File: src/rtl/ack_bus_requester_if.sv
// Requester <-> ACK arbiter bus: request out, one-hot grant plus the broadcast winner/event in.
// A grant is only valid when ack_ready, ack_event and a matching winner ID arrive together while req is high.
interface ack_bus_requester_if;
  logic       req;
  logic       ack_ready;
  logic [1:0] winner_source_id;
  logic       ack_event;

  modport master (
    output req,
    input  ack_ready,
    input  winner_source_id,
    input  ack_event
  );

  modport slave (
    input  req,
    output ack_ready,
    output winner_source_id,
    output ack_event
  );
endinterface

File: src/rtl/ack_bus_requester.sv
// Module-side ACK bus client: counts owed acks, requests the bus until granted,
// forces a one-cycle release gap after each grant and raises sticky error flags.
module ack_bus_requester #(
  parameter logic [1:0] SRC_ID         = 2'b00,
  parameter int         DEPTH          = 4,
  parameter int         TIMEOUT_CYCLES = 16,
  localparam int        CW             = $clog2(DEPTH + 1),
  localparam int        TW             = (TIMEOUT_CYCLES < 1) ? 1 : $clog2(TIMEOUT_CYCLES + 1)
) (
  input  logic                       clk,
  input  logic                       rst,
  input  logic                       done_i,
  input  logic                       clear_i,
  ack_bus_requester_if.master        bus,
  output logic [CW-1:0]              pending_o,
  output logic                       granted_o,
  output logic                       overflow_o,
  output logic                       timeout_o,
  output logic                       proto_err_o,
  output logic [1:0]                 dbg_state_o
);

  typedef enum logic [1:0] {
    ST_IDLE = 2'd0,
    ST_REQ  = 2'd1,
    ST_GAP  = 2'd2
  } state_e;

  state_e        state_q, state_d;
  logic [CW-1:0] pending_q, pending_d;
  logic [TW-1:0] wait_q, wait_d;
  logic          granted_q, overflow_q, timeout_q, proto_q;
  logic          overflow_d, timeout_d, proto_d;

  logic in_req, id_match, grant, proto_viol, full, inc, ovf_set, to_set;

  always_comb begin
    in_req     = (state_q == ST_REQ);
    id_match   = bus.ack_event && (bus.winner_source_id == SRC_ID);
    grant      = in_req && bus.ack_ready && id_match;
    // A violating cycle never counts as a grant: grant already requires all three to agree.
    proto_viol = (bus.ack_ready && !in_req) ||
                 (in_req && bus.ack_ready && !id_match) ||
                 (in_req && id_match && !bus.ack_ready);
    full       = (pending_q == CW'(DEPTH));
    inc        = done_i && !(full && !grant);
    ovf_set    = done_i && full && !grant;

    pending_d = pending_q;
    if (inc && !grant) begin
      pending_d = pending_q + CW'(1);
    end else if (!inc && grant) begin
      pending_d = pending_q - CW'(1);
    end

    wait_d = '0;
    to_set = 1'b0;
    if (in_req && !grant) begin
      wait_d = (wait_q == TW'(TIMEOUT_CYCLES)) ? wait_q : wait_q + TW'(1);
      to_set = (TIMEOUT_CYCLES != 0) && (wait_d == TW'(TIMEOUT_CYCLES));
    end

    // Same-cycle set beats clear so no event is lost.
    overflow_d = ovf_set    || (overflow_q && !clear_i);
    timeout_d  = to_set     || (timeout_q  && !clear_i);
    proto_d    = proto_viol || (proto_q    && !clear_i);

    state_d = state_q;
    case (state_q)
      ST_IDLE: if (pending_d != '0) state_d = ST_REQ;
      ST_REQ:  if (grant)           state_d = ST_GAP;
      ST_GAP:  state_d = (pending_d != '0) ? ST_REQ : ST_IDLE;
      default: state_d = ST_IDLE;
    endcase
  end

  always_ff @(posedge clk or posedge rst) begin
    if (rst) begin
      state_q    <= ST_IDLE;
      pending_q  <= '0;
      wait_q     <= '0;
      granted_q  <= 1'b0;
      overflow_q <= 1'b0;
      timeout_q  <= 1'b0;
      proto_q    <= 1'b0;
    end else begin
      state_q    <= state_d;
      pending_q  <= pending_d;
      wait_q     <= wait_d;
      granted_q  <= grant;
      overflow_q <= overflow_d;
      timeout_q  <= timeout_d;
      proto_q    <= proto_d;
    end
  end

  assign bus.req     = (state_q == ST_REQ);
  assign pending_o   = pending_q;
  assign granted_o   = granted_q;
  assign overflow_o  = overflow_q;
  assign timeout_o   = timeout_q;
  assign proto_err_o = proto_q;
  assign dbg_state_o = state_q;

endmodule

File: src/flat_wrapper.sv
// flat-port wrapper written by rule: the top's interface ports become plain ports
module ack_bus_requester_flat 
#(
  parameter logic [1:0] SRC_ID         = 2'b00,
  parameter int         DEPTH          = 4,
  parameter int         TIMEOUT_CYCLES = 16,
  localparam int        CW             = $clog2(DEPTH + 1),
  localparam int        TW             = (TIMEOUT_CYCLES < 1) ? 1 : $clog2(TIMEOUT_CYCLES + 1)
)
  (clk, rst, done_i, clear_i, pending_o, granted_o, overflow_o, timeout_o, proto_err_o, dbg_state_o, bus_req, bus_ack_ready, bus_winner_source_id, bus_ack_event);
  ack_bus_requester_if bus_i ();
  input  logic clk;
  input  logic rst;
  input  logic done_i;
  input  logic clear_i;
  output logic [CW-1:0] pending_o;
  output logic granted_o;
  output logic overflow_o;
  output logic timeout_o;
  output logic proto_err_o;
  output logic [1:0] dbg_state_o;
  output wire logic [$bits(bus_i.req)-1:0] bus_req;
  input wire logic [$bits(bus_i.ack_ready)-1:0] bus_ack_ready;
  input wire logic [$bits(bus_i.winner_source_id)-1:0] bus_winner_source_id;
  input wire logic [$bits(bus_i.ack_event)-1:0] bus_ack_event;
  assign bus_req = bus_i.req;
  assign bus_i.ack_ready = bus_ack_ready;
  assign bus_i.winner_source_id = bus_winner_source_id;
  assign bus_i.ack_event = bus_ack_event;
  ack_bus_requester #(.SRC_ID(SRC_ID), .DEPTH(DEPTH), .TIMEOUT_CYCLES(TIMEOUT_CYCLES)) u_core (.clk(clk), .rst(rst), .done_i(done_i), .clear_i(clear_i), .bus(bus_i), .pending_o(pending_o), .granted_o(granted_o), .overflow_o(overflow_o), .timeout_o(timeout_o), .proto_err_o(proto_err_o), .dbg_state_o(dbg_state_o));
endmodule
File: config.mk
export PLATFORM = sky130hd
export DESIGN_NAME = ack_bus_requester_flat
export DESIGN_NICKNAME = d
export VERILOG_FILES = /design/src/rtl/ack_bus_requester_if.sv /design/src/rtl/ack_bus_requester.sv /design/src/flat_wrapper.sv
export SDC_FILE = /design/constraint.sdc
export NUM_CORES = 1
export LEC_CHECK = 0
export ABC_AREA = 1
export BUFFER_PORTS_ARGS = -buffer_cell sky130_fd_sc_hd__buf_4
export CAP_MARGIN = 20
export CORE_AREA = 3 3 45 47
export CTS_BUF_LIST = sky130_fd_sc_hd__clkbuf_2 sky130_fd_sc_hd__clkbuf_4 sky130_fd_sc_hd__clkbuf_8
export DETAILED_ROUTE_END_ITERATION = 16
export DIE_AREA = 0 0 48 50
export PLACE_DENSITY_LB_ADDON = 0.15
export SYNTH_ARGS = -nofsm -noshare
export SYNTH_HDL_FRONTEND = slang
export SYNTH_SLANG_ARGS = --single-unit
File: constraint.sdc
create_clock -name clk -period 2.4 [get_ports clk]
set_input_delay 0.36 -clock clk [delete_from_list [all_inputs] [get_ports clk]]
set_output_delay 0.36 -clock clk [all_outputs]
set_load 0.05 [all_outputs]
# ---- Word-level counts from Yosys, hierarchy flattened
# Cells that the tools add are included.
dict set report classes {
  n_addsub 3
  eq_ne 7
  reduce_logical 33
  mux 9
}
# op count
set op_table {}
lappend op_table {{$logic_and 1x1->1} 17}
lappend op_table {{$eq 5x5->1 const B} 2}
lappend op_table {{$mux 5} 2}
lappend op_table {{$logic_not 1->1} 7}
lappend op_table {{$mux 3} 2}
lappend op_table {{$pmux 2 s3} 1}
lappend op_table {{$add 5x1->5 const B} 1}
lappend op_table {{$logic_or 1x1->1} 5}
lappend op_table {{$logic_not 2->1} 2}
lappend op_table {{$mux 2} 2}
lappend op_table {{$ne 2x1->1 const B} 2}
lappend op_table {{$add 3x1->3 const B} 1}
lappend op_table {{$eq 3x3->1 const B} 1}
lappend op_table {{$reduce_bool 3->1} 1}
lappend op_table {{$sub 3x1->3 const B} 1}
lappend op_table {{$eq 2x1->1 const B} 1}
lappend op_table {{$eq 2x2->1 const B} 1}
lappend op_table {{$mux 1} 2}
lappend op_table {{$reduce_and 2->1} 1}
dict set report word_totals {
  inputBits 8
  register_bits 14
  elab_cells 59
}

# ---- Depth between registers and ports, before layout
dict set report depth {
  ltp_word 14
  depth_mapped 12
}

# ---- Worst setup path after synthesis
# No wires, ideal clock.
dict set report synth_timing {
  kind {register to register}
  from {reg u_core.pending_q[0], in the netlist u_core.pending_o[0]}
  to {reg u_core.state_q[0], in the netlist u_core.dbg_state_o[0]}
  path_stages_with_launch 11
  t_arrival_ps 1621
  required_ps 2283
  path_buffers 0
  path_slack_ps 662
  path_cell_list {dfrtp_1 inv_1 ha_1 nand2_1 nand3_4 nand3_1 nand2_2 nor2_2 nand2_1 nand2_1 nand2_1}
}
dict set report synth_between {
  elab_chain_cells 11
  elab_cells_between_ends 16
  cone_classes {2 x add/sub; 2 x eq/ne; 4 x mux; 8 x reduce/logical}
}
# item line_no
set synth_lines {}
lappend synth_lines {{from (decl)} ack_bus_requester.sv:30} ;# logic [CW-1:0] pending_q, pending_d;
lappend synth_lines {{from (signal assigned)} ack_bus_requester.sv:88} ;# pending_q <= pending_d;
lappend synth_lines {{$eq 3x3->1} ack_bus_requester.sv:45} ;# full = (pending_q == CW'(DEPTH));
lappend synth_lines {{$logic_and 1x1->1} ack_bus_requester.sv:46} ;# inc = done_i && !(full && !grant);
lappend synth_lines {{$logic_not 1->1} ack_bus_requester.sv:46}
lappend synth_lines {{$logic_and 1x1->1} ack_bus_requester.sv:46}
lappend synth_lines {{$logic_not 1->1} ack_bus_requester.sv:52} ;# end else if (!inc && grant) begin
lappend synth_lines {{$logic_and 1x1->1} ack_bus_requester.sv:52}
lappend synth_lines {{$mux 3} ack_bus_requester.sv:52}
lappend synth_lines {{$mux 3 (*)} ack_bus_requester.sv:50} ;# if (inc && !grant) begin
lappend synth_lines {{net u_core.pending_d[1]} ack_bus_requester.sv:30}
lappend synth_lines {{$reduce_bool 3->1 (*)} {ack_bus_requester.sv:70, ack_bus_requester.sv:72}}
lappend synth_lines {{$mux 1 or $ne 2x1->1 (tied branches)} --}
lappend synth_lines {{$pmux 2 s3 or $reduce_and 2->1 (tied branches)} --}
lappend synth_lines {{to (signal assigned)} ack_bus_requester.sv:87} ;# state_q <= state_d;
lappend synth_lines {{to (decl)} ack_bus_requester.sv:29} ;# state_e state_q, state_d;
# The timed path passes the listed nets; every way through them passes the cells marked *.
# A chain may end at the register's enable or synchronous reset.

# ---- Worst setup path in the final report
dict set report layout_timing {
  from {reg u_core.state_q[0], in the netlist u_core.dbg_state_o[0]}
  to {out bus_req}
}
dict set report layout_between {
  elab_chain_cells 1
}
# item line_no
set layout_lines {}
lappend layout_lines {{$eq 2x1->1} ack_bus_requester.sv:97} ;# assign bus.req = (state_q == ST_REQ);
lappend layout_lines {{to (decl)} flat_wrapper.sv:22} ;# output wire logic [$bits(bus_i.req)-1:0] bus_req;
# Every way passes these cells.

==> reports/metrics.json <==
{
  "outcome": "completed",
  "worstSetupPathDepth": 3,
  "insertion_delay_ns": 0.29,
  "antenna_found_initial": 0,
  "placedInstanceArea_sq_um": 966,
  "drt.antenna.violating_nets": 0,
  "routed_wire_length_per_instance_microns": 11.1,
  "synth.distinct_cells": 20,
  "drt-initial-drc-count": 10,
  "rsz_0062_raised_after_global_routing": "no",
  "critPathCaptureType": "primary output",
  "drc_errors_left": 0,
  "setup-violations-final": 0,
  "maximum_vdd_drop_mv": 0.491,
  "yosysWarnings": 0,
  "grt_start_max_net_pins": 15,
  "tritoncts": "yes",
  "worst-path-buf-inv": 2,
  "max_fanout_on_critical_path": 4,
  "post-route-min-period_ns": 1.49,
  "final_max_slew_viol_count": 0,
  "post_synth_edffs": 0,
  "multi_input_comb_area_sq_um": 399,
  "place.detailed.hpwl_microns": 1180,
  "r2r_cells": 11,
  "all_layer_global_routing_usage_pct": 14.9,
  "worstMarginPinSlew_ns": 0.518,
  "path_class": "register to primary output",
  "insertedDiodeCount": 0,
  "synthDominantAreaCellType": "dfrtp_1",
  "worstHoldPathType": "primary input to async pin",
  "synth.avg_cell_area_sq_um": 8.69,
  "yosys.cell_count.top_type": "inv_1",
  "cts_root_buf": "clkbuf_4",
  "critPathLaunch": "u_core.dbg_state_o[0]$_DFFE_PP0P_",
  "first_global_vias": 631,
  "required_ns": 2.04,
  "io_port_bufs": 17,
  "ff2ff_setup_slack_ns": 0.93,
  "timing.setup.tns_ns": 0,
  "post_drt_via_cell_ratio": 5.01,
  "static-leakage-power_nw": 0.556,
  "dieArea_sq_um": 2400,
  "synth_top_area_share_pct": 42.9,
  "critical_path.top_delay_family": "flip-flops",
  "post_synth_most_frequent_cells": "inv_1 (16), dfrtp_1 (14), nand2_1 (14)",
  "async_flop_share_pct": 100,
  "deepest_level_of_the_cts_h_tree": 1,
  "cts_setup_buffers": 0,
  "cts_sinks": 14,
  "postSynth.topFlopCell": "dfrtp_1",
  "core_sq_um": 1690,
  "die_w_microns": 48,
  "synth.area.top_cells": "dfrtp_1 (43%), ha_1 (7.7%), inv_1 (7.4%)",
  "share_of_cells_above_drive_strength_1_pct": 30.4,
  "drv_cap": 0,
  "relSlewSlack_pct": 65.4,
  "drt_first_pass_iters": 4,
  "post-route-period-util_pct": 62.1,
  "slowest_stage": "dfrtp_1",
  "ff_latch_area_sq_um": 350,
  "max_freq_mhz": 671,
  "critPathLaunchType": "register",
  "yosysSeqAreaShare_pct": 42.9,
  "fill_cells": 155,
  "floorplan.initialDensity_pct": 48.4,
  "cts.clk_slew.worst_paths_ns": 0.10,
  "nets": 129,
  "area.growth.synth_to_final_pct": 22.7,
  "globalplace.congestion": 0.814,
  "layout.cell_area.non_filler_sq_um": 1000,
  "synth.net_count": 107,
  "clockBufferDepth": 2,
  "post_cts_hold_buffer_count": 0,
  "post_synthesis_instance_area_sq_um": 817,
  "cts_resized": 0,
  "synth_cells": 94,
  "core.rowCount": 15,
  "critical_path.reg2reg.startpoint": "u_core.pending_o[0]$_DFF_PP0_",
  "die_h_microns": 50,
  "cts_made_buffers": 3,
  "hold_viol_final": 0,
  "max_stage_delay_ns": 0.44,
  "ioPinCount": 18,
  "final.setup_skew_ns": 0.0129,
  "yosys_register_bits": 14,
  "crit_arrival_ns": 1.13,
  "total_grt_overflow": 0,
  "grt_first_pass_wirelength_microns": 2530,
  "worstPathCellList": "nand2_1 > inv_1 > buf_4",
  "power_density_nw_per_um2": 1180,
  "routed-via-count": 661,
  "routed_wl_microns": 1460
}
[flip-flops by register name (all words and copies together), names as in the netlist]
register and count:
u_core.pending_o 3, u_core.granted_o 1, u_core.overflow_o 1, u_core.timeout_o 1, u_core.dbg_state_o 2, u_core.proto_err_o 1
u_core.wait_q 5
[report_power, final]
part / leakage (nW) / internal [W] / total (W) / switching (W)
sequential: 0.179 / 0.000304 / 0.000375 / 0.0000708
combinational: 0.357 / 0.000219 / 0.000630 / 0.000412
clock: 0.0210 / 0.0000923 / 0.000174 / 0.0000812
total: 0.556 / 0.000615 / 0.00118 / 0.000564
[path summary, 6_finish.rpt]
kind / to
min in group clk: u_core.overflow_o$_DFF_PP0_
min reg2reg: u_core.proto_err_o$_DFF_PP0_
max in group asynchronous: u_core.wait_q[0]$_DFF_PP0_
max: bus_req
max reg2reg: u_core.dbg_state_o[0]$_DFFE_PP0P_
min: u_core.dbg_state_o[0]$_DFFE_PP0P_
[area by class of cell]
class / count / share of cell area [%]
flip-flops and latches: 14 / 35.0
well taps: 17 / 2.12
inverters: 18 / 6.74
clock buffers: 4 / 3.62
repair buffers: 17 / 12.7
multi-input cells: 62 / 39.8
[logic make-up after synthesis]
logic type	count (synthesis)	synth area share (%)
DFF	14	42.9
AOI/OAI and AO/OA	7	5.05
adders and majority gates	5	7.66
buffers and inverters	18	8.27
and+or+nand+nor	45	30.8
xor gates and xnor gates	5	5.36
[metrics by stage]
step / worst slack (ns) / hold WS, ns / cells / power [W] / utilization (%)
after floorplan: 0.662 / 0.249 / 94 / 0.000851 / -
final: 0.909 / 0.0961 / 132 / 0.00118 / 59.3
after CTS: 0.892 / 0.119 / 132 / 0.00119 / 59.3
after global routing: 0.744 / 0.146 / 132 / 0.00128 / 59.3
after global placement: 0.868 / 0.431 / 128 / 0.00101 / 57.2
after detailed placement: 0.867 / 0.437 / 128 / 0.00101 / 57.2
[cells in the final DEF, fill, tap and decap left out]
cell type,count
nand2_2,5
buf_4,17
inv_2,2
dfrtp_1,14
nor2_1,11
xnor2_1,3
xor2_1,2
o22ai_1,2
o21ai_1,1
or2_2,1
nand4_1,1
nand3_4,2
nor2_2,2
ha_1,5
nand2_1,14
o32ai_1,1
inv_1,16
nand3_1,7
a21oi_1,3
nor2_8,1
clkbuf_8,1
clkbuf_4,3
nand2_4,1
[metal layers]
layer	up-vias	track usage [%]	wire length [microns]
met1	307	19.2	677
met3	2	3.28	89
met4	0	7.17	15
met5	-	0	0
met2	19	22.7	681
li1	333	-	-
Power figures use the tool's default switching activity.
